### src/rtl/parking_keypad_entry_if.sv
// Password channel between the keypad entry unit (master) and the parking
// controller (slave): two digits under valid/ready plus the verdict strobe.
interface parking_keypad_entry_if;
    logic [1:0] password_1;
    logic [1:0] password_2;
    logic       pwd_valid;
    logic       pwd_ready;
    logic       pwd_result_valid;
    logic       pwd_result_ok;

    modport master (
        output password_1, password_2, pwd_valid,
        input  pwd_ready, pwd_result_valid, pwd_result_ok
    );

    modport slave (
        input  password_1, password_2, pwd_valid,
        output pwd_ready, pwd_result_valid, pwd_result_ok
    );
endinterface

### src/rtl/parking_keypad_entry.sv
// Keypad password entry: two digits + enter, sent over valid/ready, then waits
// for the verdict. Define PARKING_KEYPAD_LOCKOUT_EN to lock after MAX_TRIES fails.
module parking_keypad_entry #(
    parameter int TIMEOUT_CYCLES = 1000,
    parameter int MAX_TRIES      = 3,
    parameter int LOCK_CYCLES    = 5000
) (
    input  logic                          clk,
    input  logic                          reset,
    input  logic                          sensor_entrance,
    input  logic                          key_valid,
    input  logic [3:0]                    key_code,
    parking_keypad_entry_if.master        pwd,
    output logic [1:0]                    digit_count,
    output logic                          key_error,
    output logic                          locked
);
    localparam int TO_W = $clog2(TIMEOUT_CYCLES + 1);

    typedef enum logic [2:0] {
        IDLE, DIGIT1, DIGIT2, WAIT_ENTER, SEND, RESULT, LOCKOUT
    } state_t;

    state_t          state, state_nxt;
    logic [1:0]      pw1, pw1_nxt, pw2, pw2_nxt, cnt_nxt;
    logic            err_nxt;
    logic [TO_W-1:0] idle_cnt, idle_cnt_nxt;
    logic            fail_lock, lock_done;
    logic            key_digit, key_clear, key_enter;

    assign key_digit = (key_code <= 4'd3);
    assign key_clear = (key_code == 4'hC);
    assign key_enter = (key_code == 4'hE);

`ifdef PARKING_KEYPAD_LOCKOUT_EN
    localparam int TRY_W = $clog2(MAX_TRIES + 1);
    localparam int LK_W  = $clog2(LOCK_CYCLES + 1);

    logic [TRY_W-1:0] tries;
    logic [LK_W-1:0]  lock_cnt;
    logic             verdict;

    assign verdict   = (state == RESULT) && pwd.pwd_result_valid;
    assign fail_lock = ((TRY_W+1)'(tries) + (TRY_W+1)'(1)) == (TRY_W+1)'(MAX_TRIES);
    assign lock_done = (state == LOCKOUT) && (lock_cnt == LK_W'(LOCK_CYCLES - 1));
    assign locked    = (state == LOCKOUT);

    always_ff @(posedge clk) begin
        if (reset) begin
            tries    <= '0;
            lock_cnt <= '0;
        end else begin
            if ((verdict && pwd.pwd_result_ok) || lock_done)
                tries <= '0;
            else if (verdict && tries != TRY_W'(MAX_TRIES))
                tries <= tries + TRY_W'(1);
            lock_cnt <= (state == LOCKOUT) ? lock_cnt + LK_W'(1) : '0;
        end
    end
`else
    assign fail_lock = 1'b0;
    assign lock_done = 1'b0;
    assign locked    = 1'b0;
`endif

    always_comb begin
        state_nxt    = state;
        pw1_nxt      = pw1;
        pw2_nxt      = pw2;
        cnt_nxt      = digit_count;
        err_nxt      = 1'b0;
        idle_cnt_nxt = '0;
        case (state)
            IDLE: if (sensor_entrance) state_nxt = DIGIT1;
            DIGIT1, DIGIT2, WAIT_ENTER: begin
                // Sensor drop beats any key; a key beats an expiring timeout.
                if (!sensor_entrance) begin
                    state_nxt = IDLE;
                    pw1_nxt = '0; pw2_nxt = '0; cnt_nxt = '0;
                end else if (key_valid) begin
                    if (key_clear) begin
                        state_nxt = DIGIT1;
                        pw1_nxt = '0; pw2_nxt = '0; cnt_nxt = '0;
                    end else if (key_digit && state == DIGIT1) begin
                        state_nxt = DIGIT2;
                        pw1_nxt = key_code[1:0]; cnt_nxt = 2'd1;
                    end else if (key_digit && state == DIGIT2) begin
                        state_nxt = WAIT_ENTER;
                        pw2_nxt = key_code[1:0]; cnt_nxt = 2'd2;
                    end else if (key_enter && state == WAIT_ENTER) begin
                        state_nxt = SEND;
                    end else begin
                        err_nxt = 1'b1;
                    end
                end else if (idle_cnt == TO_W'(TIMEOUT_CYCLES - 1)) begin
                    state_nxt = DIGIT1;
                    pw1_nxt = '0; pw2_nxt = '0; cnt_nxt = '0;
                end else begin
                    idle_cnt_nxt = idle_cnt + TO_W'(1);
                end
            end
            SEND: if (pwd.pwd_ready) state_nxt = RESULT;
            RESULT: if (pwd.pwd_result_valid) begin
                pw1_nxt = '0; pw2_nxt = '0; cnt_nxt = '0;
                if (pwd.pwd_result_ok) state_nxt = IDLE;
                else if (fail_lock)    state_nxt = LOCKOUT;
                else                   state_nxt = DIGIT1;
            end
            LOCKOUT: if (lock_done) state_nxt = IDLE;
            default: state_nxt = IDLE;
        endcase
    end

    always_ff @(posedge clk) begin
        if (reset) begin
            state       <= IDLE;
            pw1         <= '0;
            pw2         <= '0;
            digit_count <= '0;
            key_error   <= 1'b0;
            idle_cnt    <= '0;
        end else begin
            state       <= state_nxt;
            pw1         <= pw1_nxt;
            pw2         <= pw2_nxt;
            digit_count <= cnt_nxt;
            key_error   <= err_nxt;
            idle_cnt    <= idle_cnt_nxt;
        end
    end

    assign pwd.password_1 = pw1;
    assign pwd.password_2 = pw2;
    assign pwd.pwd_valid  = (state == SEND);
endmodule

### src/flat_wrapper.sv
// flat-port wrapper written by rule: the top's interface ports become plain ports
module parking_keypad_entry_flat 
#(
    parameter int TIMEOUT_CYCLES = 1000,
    parameter int MAX_TRIES      = 3,
    parameter int LOCK_CYCLES    = 5000
)
  (clk, reset, sensor_entrance, key_valid, key_code, digit_count, key_error, locked, pwd_password_1, pwd_password_2, pwd_pwd_valid, pwd_pwd_ready, pwd_pwd_result_valid, pwd_pwd_result_ok);
  parking_keypad_entry_if pwd_i ();
  input  logic clk;
  input  logic reset;
  input  logic sensor_entrance;
  input  logic key_valid;
  input  logic [3:0] key_code;
  output logic [1:0] digit_count;
  output logic key_error;
  output logic locked;
  output wire logic [$bits(pwd_i.password_1)-1:0] pwd_password_1;
  output wire logic [$bits(pwd_i.password_2)-1:0] pwd_password_2;
  output wire logic [$bits(pwd_i.pwd_valid)-1:0] pwd_pwd_valid;
  input wire logic [$bits(pwd_i.pwd_ready)-1:0] pwd_pwd_ready;
  input wire logic [$bits(pwd_i.pwd_result_valid)-1:0] pwd_pwd_result_valid;
  input wire logic [$bits(pwd_i.pwd_result_ok)-1:0] pwd_pwd_result_ok;
  assign pwd_password_1 = pwd_i.password_1;
  assign pwd_password_2 = pwd_i.password_2;
  assign pwd_pwd_valid = pwd_i.pwd_valid;
  assign pwd_i.pwd_ready = pwd_pwd_ready;
  assign pwd_i.pwd_result_valid = pwd_pwd_result_valid;
  assign pwd_i.pwd_result_ok = pwd_pwd_result_ok;
  parking_keypad_entry #(.TIMEOUT_CYCLES(TIMEOUT_CYCLES), .MAX_TRIES(MAX_TRIES), .LOCK_CYCLES(LOCK_CYCLES)) u_core (.clk(clk), .reset(reset), .sensor_entrance(sensor_entrance), .key_valid(key_valid), .key_code(key_code), .pwd(pwd_i), .digit_count(digit_count), .key_error(key_error), .locked(locked));
endmodule
### config.mk
export PLATFORM = sky130hd
export DESIGN_NAME = parking_keypad_entry_flat
export DESIGN_NICKNAME = d
export VERILOG_FILES = /design/src/rtl/parking_keypad_entry_if.sv /design/src/rtl/parking_keypad_entry.sv /design/src/flat_wrapper.sv
export SDC_FILE = /design/constraint.sdc
export NUM_CORES = 1
export LEC_CHECK = 0
export CAP_MARGIN = 10
export CORE_ASPECT_RATIO = 1.2
export CORE_MARGIN = 2
export CORE_UTILIZATION = 44
export DETAILED_ROUTE_END_ITERATION = 16
export PLACE_DENSITY = 0.83
export SKIP_LAST_GASP = 1
export SYNTH_ARGS = -nofsm -noshare
export SYNTH_HDL_FRONTEND = slang
export SYNTH_SLANG_ARGS = --single-unit
### constraint.sdc
create_clock -name clk -period 1.55 [get_ports clk]
set_input_delay 0.465 -clock clk [delete_from_list [all_inputs] [get_ports clk]]
set_output_delay 0.465 -clock clk [all_outputs]
set_load 0.02 [all_outputs]
==> reports/qor.txt, run 1 <==
Post-synthesis compound-gate area fraction: 0.154
Cell count of the worst reg-to-reg path: 6
Internal power: 0.000732 W
Filler Cells Inserted: 102
Initial Util: 0.474
Clock Sinks: 20
Largest fanout on the critical path: 6
ANT cells: 0
Xor/xnor share of the synthesized area: 0.0706
Hold Vio Cnt, Final: 0
Met1 Use GR: 0.329
R2R Setup Slk: -0.19 ns
Final nets: 194
Crit path time final: 1.74 ns
Worst endpoint required time: 1.79 ns
CTS tree: done
Endpoint kind of the worst setup timing path: flip-flop
M3 GR Usage: 0.0909
HPWL Detailed: 2130 um
Post-Syn Nets: 132
Delay-heaviest family, CP: simple AND/OR/NAND/NOR gates
DIE AREA: 2650 um2
Critical Path AT: 1.98 ns
Gr busiest metal: met2
Core area: 2090 um2
Die Wd: 47.4 um
Minimum hold slack: 0.463 ns
Hold buffer count at CTS: 0
CTS HTree Levels: 1
P&R area growth vs syn: 76.5%
Iter 0 DRT Violations: 36
Hold path cells: 2
DRT Pass-1 Iters: 4
Largest stage delay on the critical path: 0.55 ns
Hold Path End: u_core.pwd.password_1[1]$_SDFFE_PP0P_
Routing usage on met2: 0.531
CP Launch Type: flip-flop
Worst setup path start: u_core.state[1]$_SDFFE_PP0P_
Post-synthesis simple-gate area fraction: 0.282
Total chip power: 0.00101 W
Most common cell after layout, fill and taps aside: buf_4
Setup slack after placement: -0.665 ns
GPL Wtd Cong: 0.944
Hold path start: u_core.pwd.password_1[1]$_SDFFE_PP0P_
Mean area per synthesized cell: 8.27 um2
Placed cell areas: 1450 um2
Most frequent cells in the layout: buf_4, dfxtp_1, nand2_1, nor2_2, dlygate4sd2_1
Status: finished, violations left
Failing checks: setup timing
Netlist Area Pre-Place: 992 um2
Synth warn: 0
Vias in the first global route: 1313
Pleak: 0.720 nW
Reg2reg start: u_core.state[1]$_SDFFE_PP0P_
Hold Crit Class: flip-flop to flip-flop
Ys async rst share: 0
Synth Area in Adders: 0.0126
Final Skew: 0.00294 ns
Drt wl/cell: 18.6 um
Die H: 56.0 um
Global-route wire length before repair: 6000 um
Row count: 18
Combinational family with the most area after synthesis: simple AND/OR/NAND/NOR gates
Max-Cap Viols: 0
RSZ-0062 raised after global routing: true
Most used DFF post-synth: dfxtp_1
Synth cell types: 37
Clock power share: 0.236
Total global-route track usage: 0.315
Vias: 1202
Peak Freq: 573 MHz
Cts bufs inserted: 3
WS Path Type: flip-flop to flip-flop
Vias per cell: 5.72
Clock root buffer master: clkbuf_4
Final period util: 1.13
IO Count: 20
Finished Core Util: 0.836
Post-synthesis sequential area ratio: 0.404
Cells along the critical path: buf_4, nor2_2, nor3b_4, o31a_1, or4_4, a21oi_2
Max Root-Sink Buffers: 2
Largest net degree at the start of global routing: 11
Slew Limit Fails: 0
Initial antenna violation count: 0
Residual DRC count: 0
Share of layout cells above drive strength 1: 0.500
Gr ovfl total: 0
Number of synthesized flops with an enable pin: 0
Fin area: 1750 um2
NetSw: 0.000282 W
Cells after Synth: 120
CP max stage cell: or4_4
PnR worst setup slack: -0.195 ns
Power Density: 579 nW/um2
FF/Latch Area: 409 um2
Area occupied by multi-input gates: 778 um2
Mux share of post-synthesis cell area: 0.0404
Maximum vdd ir drop: 0.000666 V
IO Port Bufs: 18
Final WL: 3910 um
Worst Path Buf+Inv: 1
Remaining antenna violation count after routing: 0
Final setup fails: 17
Skew-Pair Late Insertion Delay: 0.30 ns
Part of the power in registers: 0.524
Reg2reg end: u_core.state[0]$_SDFFE_PP0P_
Net switching fraction of the power: 0.278
Combinational group share of total power: 0.240
#FFs+latches synth: 20
Worst-path clk slew: 0.10 ns
[kinds of logic after synthesis]
family / after synthesis
simple gates: 57
compound gates: 22
flops: 20
xor+xnor: 8
buf+inv: 7
mux: 4
fa+ha+maj: 1
other cells: 1
[cell usage after synthesis, types with 2 or more instances]
| cell | instances | area [um2] |
|---|---|---|
| mux2i_1 | 4 | 40.0 |
| nor3_1 | 6 | 30.0 |
| nand2b_1 | 5 | 31.3 |
| o21ai_0 | 5 | 25.0 |
| xnor2_1 | 4 | 35.0 |
| nor2_1 | 18 | 67.6 |
| nand3_1 | 3 | 15.0 |
| dfxtp_1 | 20 | 400 |
| and3_1 | 2 | 12.5 |
| buf_2 | 2 | 10.0 |
| a21oi_1 | 6 | 30.0 |
| nand2_1 | 12 | 45.0 |
| nor2b_1 | 2 | 12.5 |
| or2_2 | 3 | 18.8 |
| inv_1 | 3 | 11.3 |
| xor2_1 | 4 | 35.0 |
[power by group through the flow]
stage | Combinational (W) | Clock, W | Sequential (W)
after floorplan | 0.0000827 | 0 | 0.000540
after detailed placement | 0.000172 | 0 | 0.000540
final | 0.000244 | 0.000239 | 0.000531
after global routing | 0.000253 | 0.000268 | 0.000532
after global placement | 0.000164 | 0 | 0.000540
after CTS | 0.000208 | 0.000242 | 0.000529
[stage by stage]
step	setup TNS, ns	std cells
after floorplan	-0.0428	120
after global placement	-10.40	196
after detailed placement	-12.03	196
after CTS	-0.197	209
after global routing	-2.09	210
final	-1.14	210
[worst max-delay path by stage]
stage | end | slack [ns] | cells past startpoint
after CTS | pwd_pwd_valid | -0.11 | 3
after global routing | u_core.state[2]$_SDFFE_PP0P_ | -0.30 | 8
final | u_core.state[0]$_SDFFE_PP0P_ | -0.19 | 6
after global placement | u_core.state[0]$_SDFFE_PP0P_ | -0.60 | 6
after floorplan | u_core.state[0]$_SDFFE_PP0P_ | -0.04 | 5
after detailed placement | u_core.idle_cnt[5]$_SDFF_PP0_ | -0.67 | 6
[worst register-to-register path: stages, from the launching register on]
cell and delay, ns:
dfxtp_2 0.36, buf_4 0.18, nor2_2 0.23, nor3b_4 0.08
o31a_1 0.13, or4_4 0.55, a21oi_2 0.16
[cell type report]
| class | instances | share of cell area |
|---|---|---|
| inverter | 4 | 0.00857 |
| tap | 30 | 0.0214 |
| timing repair buffer | 60 | 0.279 |
| sequential | 20 | 0.234 |
| clock buffer | 3 | 0.0129 |
| multi-input combinational | 93 | 0.444 |
[sequential cells by signal, summed over array words and instances (netlist names)]
signal / cells
u_core.state: 3
u_core.pwd.password_2: 2
u_core.pwd.password_1: 2
u_core.key_error: 1
u_core.idle_cnt: 10
u_core.digit_count: 2
[per-layer routing]
layer | share of wire | vias up
met5 | 0 | -
met4 | 0.050 | 0
met3 | 0.069 | 21
met2 | 0.51 | 62
met1 | 0.37 | 580
li1 | - | 539
[what timing repair did]
action                     in CTS  in global routing
pin swaps                      15                  8
gates resized for setup        46                 25
setup buffers                  10                  1
setup endpoints to repair      28                 20
Power figures use the tool's default switching activity.
==> run 2: changes to the inputs <==
--- a/config.mk
+++ b/config.mk
@@ -8,9 +8,9 @@
 export CAP_MARGIN = 10
 export CORE_ASPECT_RATIO = 1.2
 export CORE_MARGIN = 2
-export CORE_UTILIZATION = 44
+export CORE_UTILIZATION = 40
 export DETAILED_ROUTE_END_ITERATION = 16
-export PLACE_DENSITY = 0.83
+export PLACE_DENSITY = 0.77
 export SKIP_LAST_GASP = 1
 export SYNTH_ARGS = -nofsm -noshare
 export SYNTH_HDL_FRONTEND = slang
==> run 2 against run 1 <==
Compared with the run above:
- the run still ends with setup timing left
- worst setup slack improved by 0.12 ns
- hold slack got worse by 0.012 ns
- sequential power barely moved
- clock power barely moved
- combinational power fell by 4%
- core utilization fell by 10 points
- register-to-register slack improved by 0.12 ns
- via count fell by 6.9%
- critical endpoint unchanged
- largest cell class unchanged
- largest power group unchanged
==> reports/qor.txt, run 2 (synthesis gave the netlist of run 1 again) <==
Max-Cap Viols: 0
Critical Path AT: 1.86 ns
CTS tree: done
Largest fanout on the critical path: 6
Total global-route track usage: 0.220
WS Path Type: flip-flop to flip-flop
Cell count of the worst reg-to-reg path: 6
Slew Limit Fails: 0
Hold buffer count at CTS: 0
Hold path cells: 3
Clock root buffer master: clkbuf_4
Die Wd: 49.5 um
Most common cell after layout, fill and taps aside: buf_4
Status: finished, violations left
Power Density: 587 nW/um2
Drt wl/cell: 15.5 um
Initial Util: 0.426
RSZ-0062 raised after global routing: true
CTS HTree Levels: 1
Failing checks: setup timing
Reg2reg start: u_core.state[0]$_SDFFE_PP0P_
Final Skew: 0.00373 ns
Final setup fails: 1
DRT Pass-1 Iters: 4
Clock Sinks: 20
Largest Register: u_core.idle_cnt
Post-Route Setup TNS: -0.0719 ns
R2R Setup Slk: -0.07 ns
Placed cell areas: 1440 um2
IO Port Bufs: 18
Die H: 58.6 um
Reg2reg end: u_core.state[0]$_SDFFE_PP0P_
Hold Crit Class: primary input to flip-flop
Final period util: 1.05
Gr ovfl total: 0
Iter 0 DRT Violations: 34
Minimum hold slack: 0.450 ns
Pleak: 0.756 nW
Remaining antenna violation count after routing: 0
Initial antenna violation count: 0
Residual DRC count: 0
Endpoint kind of the worst setup timing path: flip-flop
Fin area: 1710 um2
Regs by FF count: u_core.idle_cnt x10, u_core.state x3
Cts bufs inserted: 3
Hold path start: key_code[0]
CP Launch Type: flip-flop
Placed Cells incl. Taps: 196
Worst-path clk slew: 0.10 ns
Core area: 2330 um2
Vias: 1119
IO Count: 20
Final nets: 194
Share of layout cells above drive strength 1: 0.489
Max FFs per register: 10
Row count: 19
Crit path time final: 1.62 ns
DIE AREA: 2900 um2
Cell Count, Final, Fillers Out: 211
Final WL: 3280 um
Skew-Pair Late Insertion Delay: 0.30 ns
Vias in the first global route: 1088
Peak Freq: 617 MHz
Hold Path End: u_core.pwd.password_2[0]$_SDFFE_PP0P_
Max Root-Sink Buffers: 2
HPWL Detailed: 2080 um
Hold Vio Cnt, Final: 0
Largest net degree at the start of global routing: 11
Global-route wire length before repair: 4910 um
P&R area growth vs syn: 72.6%
Most frequent cells in the layout: buf_4, nor2_1, dlygate4sd2_1
PnR worst setup slack: -0.0719 ns
Vias per cell: 5.30
Worst endpoint required time: 1.79 ns
ANT cells: 0
GPL Wtd Cong: 0.920
Maximum vdd ir drop: 0.000470 V
[run 2: cell types whose count changed in the layout (fill, tap and decap cells not counted), sizes merged]
| cell | delta |
|---|---|
| buf | +1 |
| clkbuf | +2 |
| clkdlybuf4s15 | -4 |
| clkdlybuf4s50 | -1 |
| dlygate4sd2 | +2 |
[run 2: worst max path at each step]
stage                     cells past startpoint                    startpoint  slack [ns]                      endpoint
after detailed placement                      6                   key_code[0]       -0.66  u_core.state[0]$_SDFFE_PP0P_
after global routing                          6  u_core.state[0]$_SDFFE_PP0P_       -0.11  u_core.state[0]$_SDFFE_PP0P_
after global placement                        6                   key_code[0]       -0.60  u_core.state[0]$_SDFFE_PP0P_
after CTS                                     3  u_core.state[1]$_SDFFE_PP0P_       -0.12                 pwd_pwd_valid
after floorplan                               5                   key_code[0]       -0.04  u_core.state[0]$_SDFFE_PP0P_
final                                         6  u_core.state[0]$_SDFFE_PP0P_       -0.07  u_core.state[0]$_SDFFE_PP0P_
[run 2: area by class of cell]
type	count	area [um2]
multi-input cells	93	747
fillers	174	617
repair buffers	60	472
flip-flops and latches	20	418
well taps	31	38.8
clock buffers	3	22.5
inverters	4	15.0
[run 2: metal layers]
| layer | global-route usage | vias to the layer above | wire (um) |
|---|---|---|---|
| met5 | 0 | - | 0 |
| met4 | 0.135 | 0 | 145 |
| met3 | 0.0178 | 12 | 98 |
| met2 | 0.403 | 35 | 1670 |
| met1 | 0.248 | 533 | 1360 |
| li1 | - | 539 | - |
[run 2: stage by stage]
| stage | util | total power (W) | setup slack, ns |
|---|---|---|---|
| after floorplan | - | 0.000623 | -0.0428 |
| after global placement | 0.619 | 0.000704 | -0.604 |
| after detailed placement | 0.619 | 0.000710 | -0.657 |
| after CTS | 0.699 | 0.000986 | -0.118 |
| after global routing | 0.735 | 0.00104 | -0.113 |
| final | 0.735 | 0.00100 | -0.0719 |
[run 2: power by group]
| group | internal, W | switching (W) | leakage [nW] | total (W) |
|---|---|---|---|---|
| sequential | 0.000520 | 0.00000913 | 0.167 | 0.000529 |
| clock | 0.0000908 | 0.000149 | 0.0138 | 0.000240 |
| combinational | 0.000124 | 0.000112 | 0.575 | 0.000235 |
[run 2: worst max-delay path: stages (launching register included)]
cell and delay (ns):
dfxtp_4 0.38, buf_6 0.13, nor2_4 0.16, nor3b_4 0.08, o31a_1 0.14, or4_4 0.54
a21oi_2 0.13
[run 2: timing repair]
action,4_1_cts,5_1_grt
endpoints found under the setup margin,27,19
pin swaps,14,9
gates resized for setup,48,23
buffers inserted,8,4
hold endpoints to repair,0,0
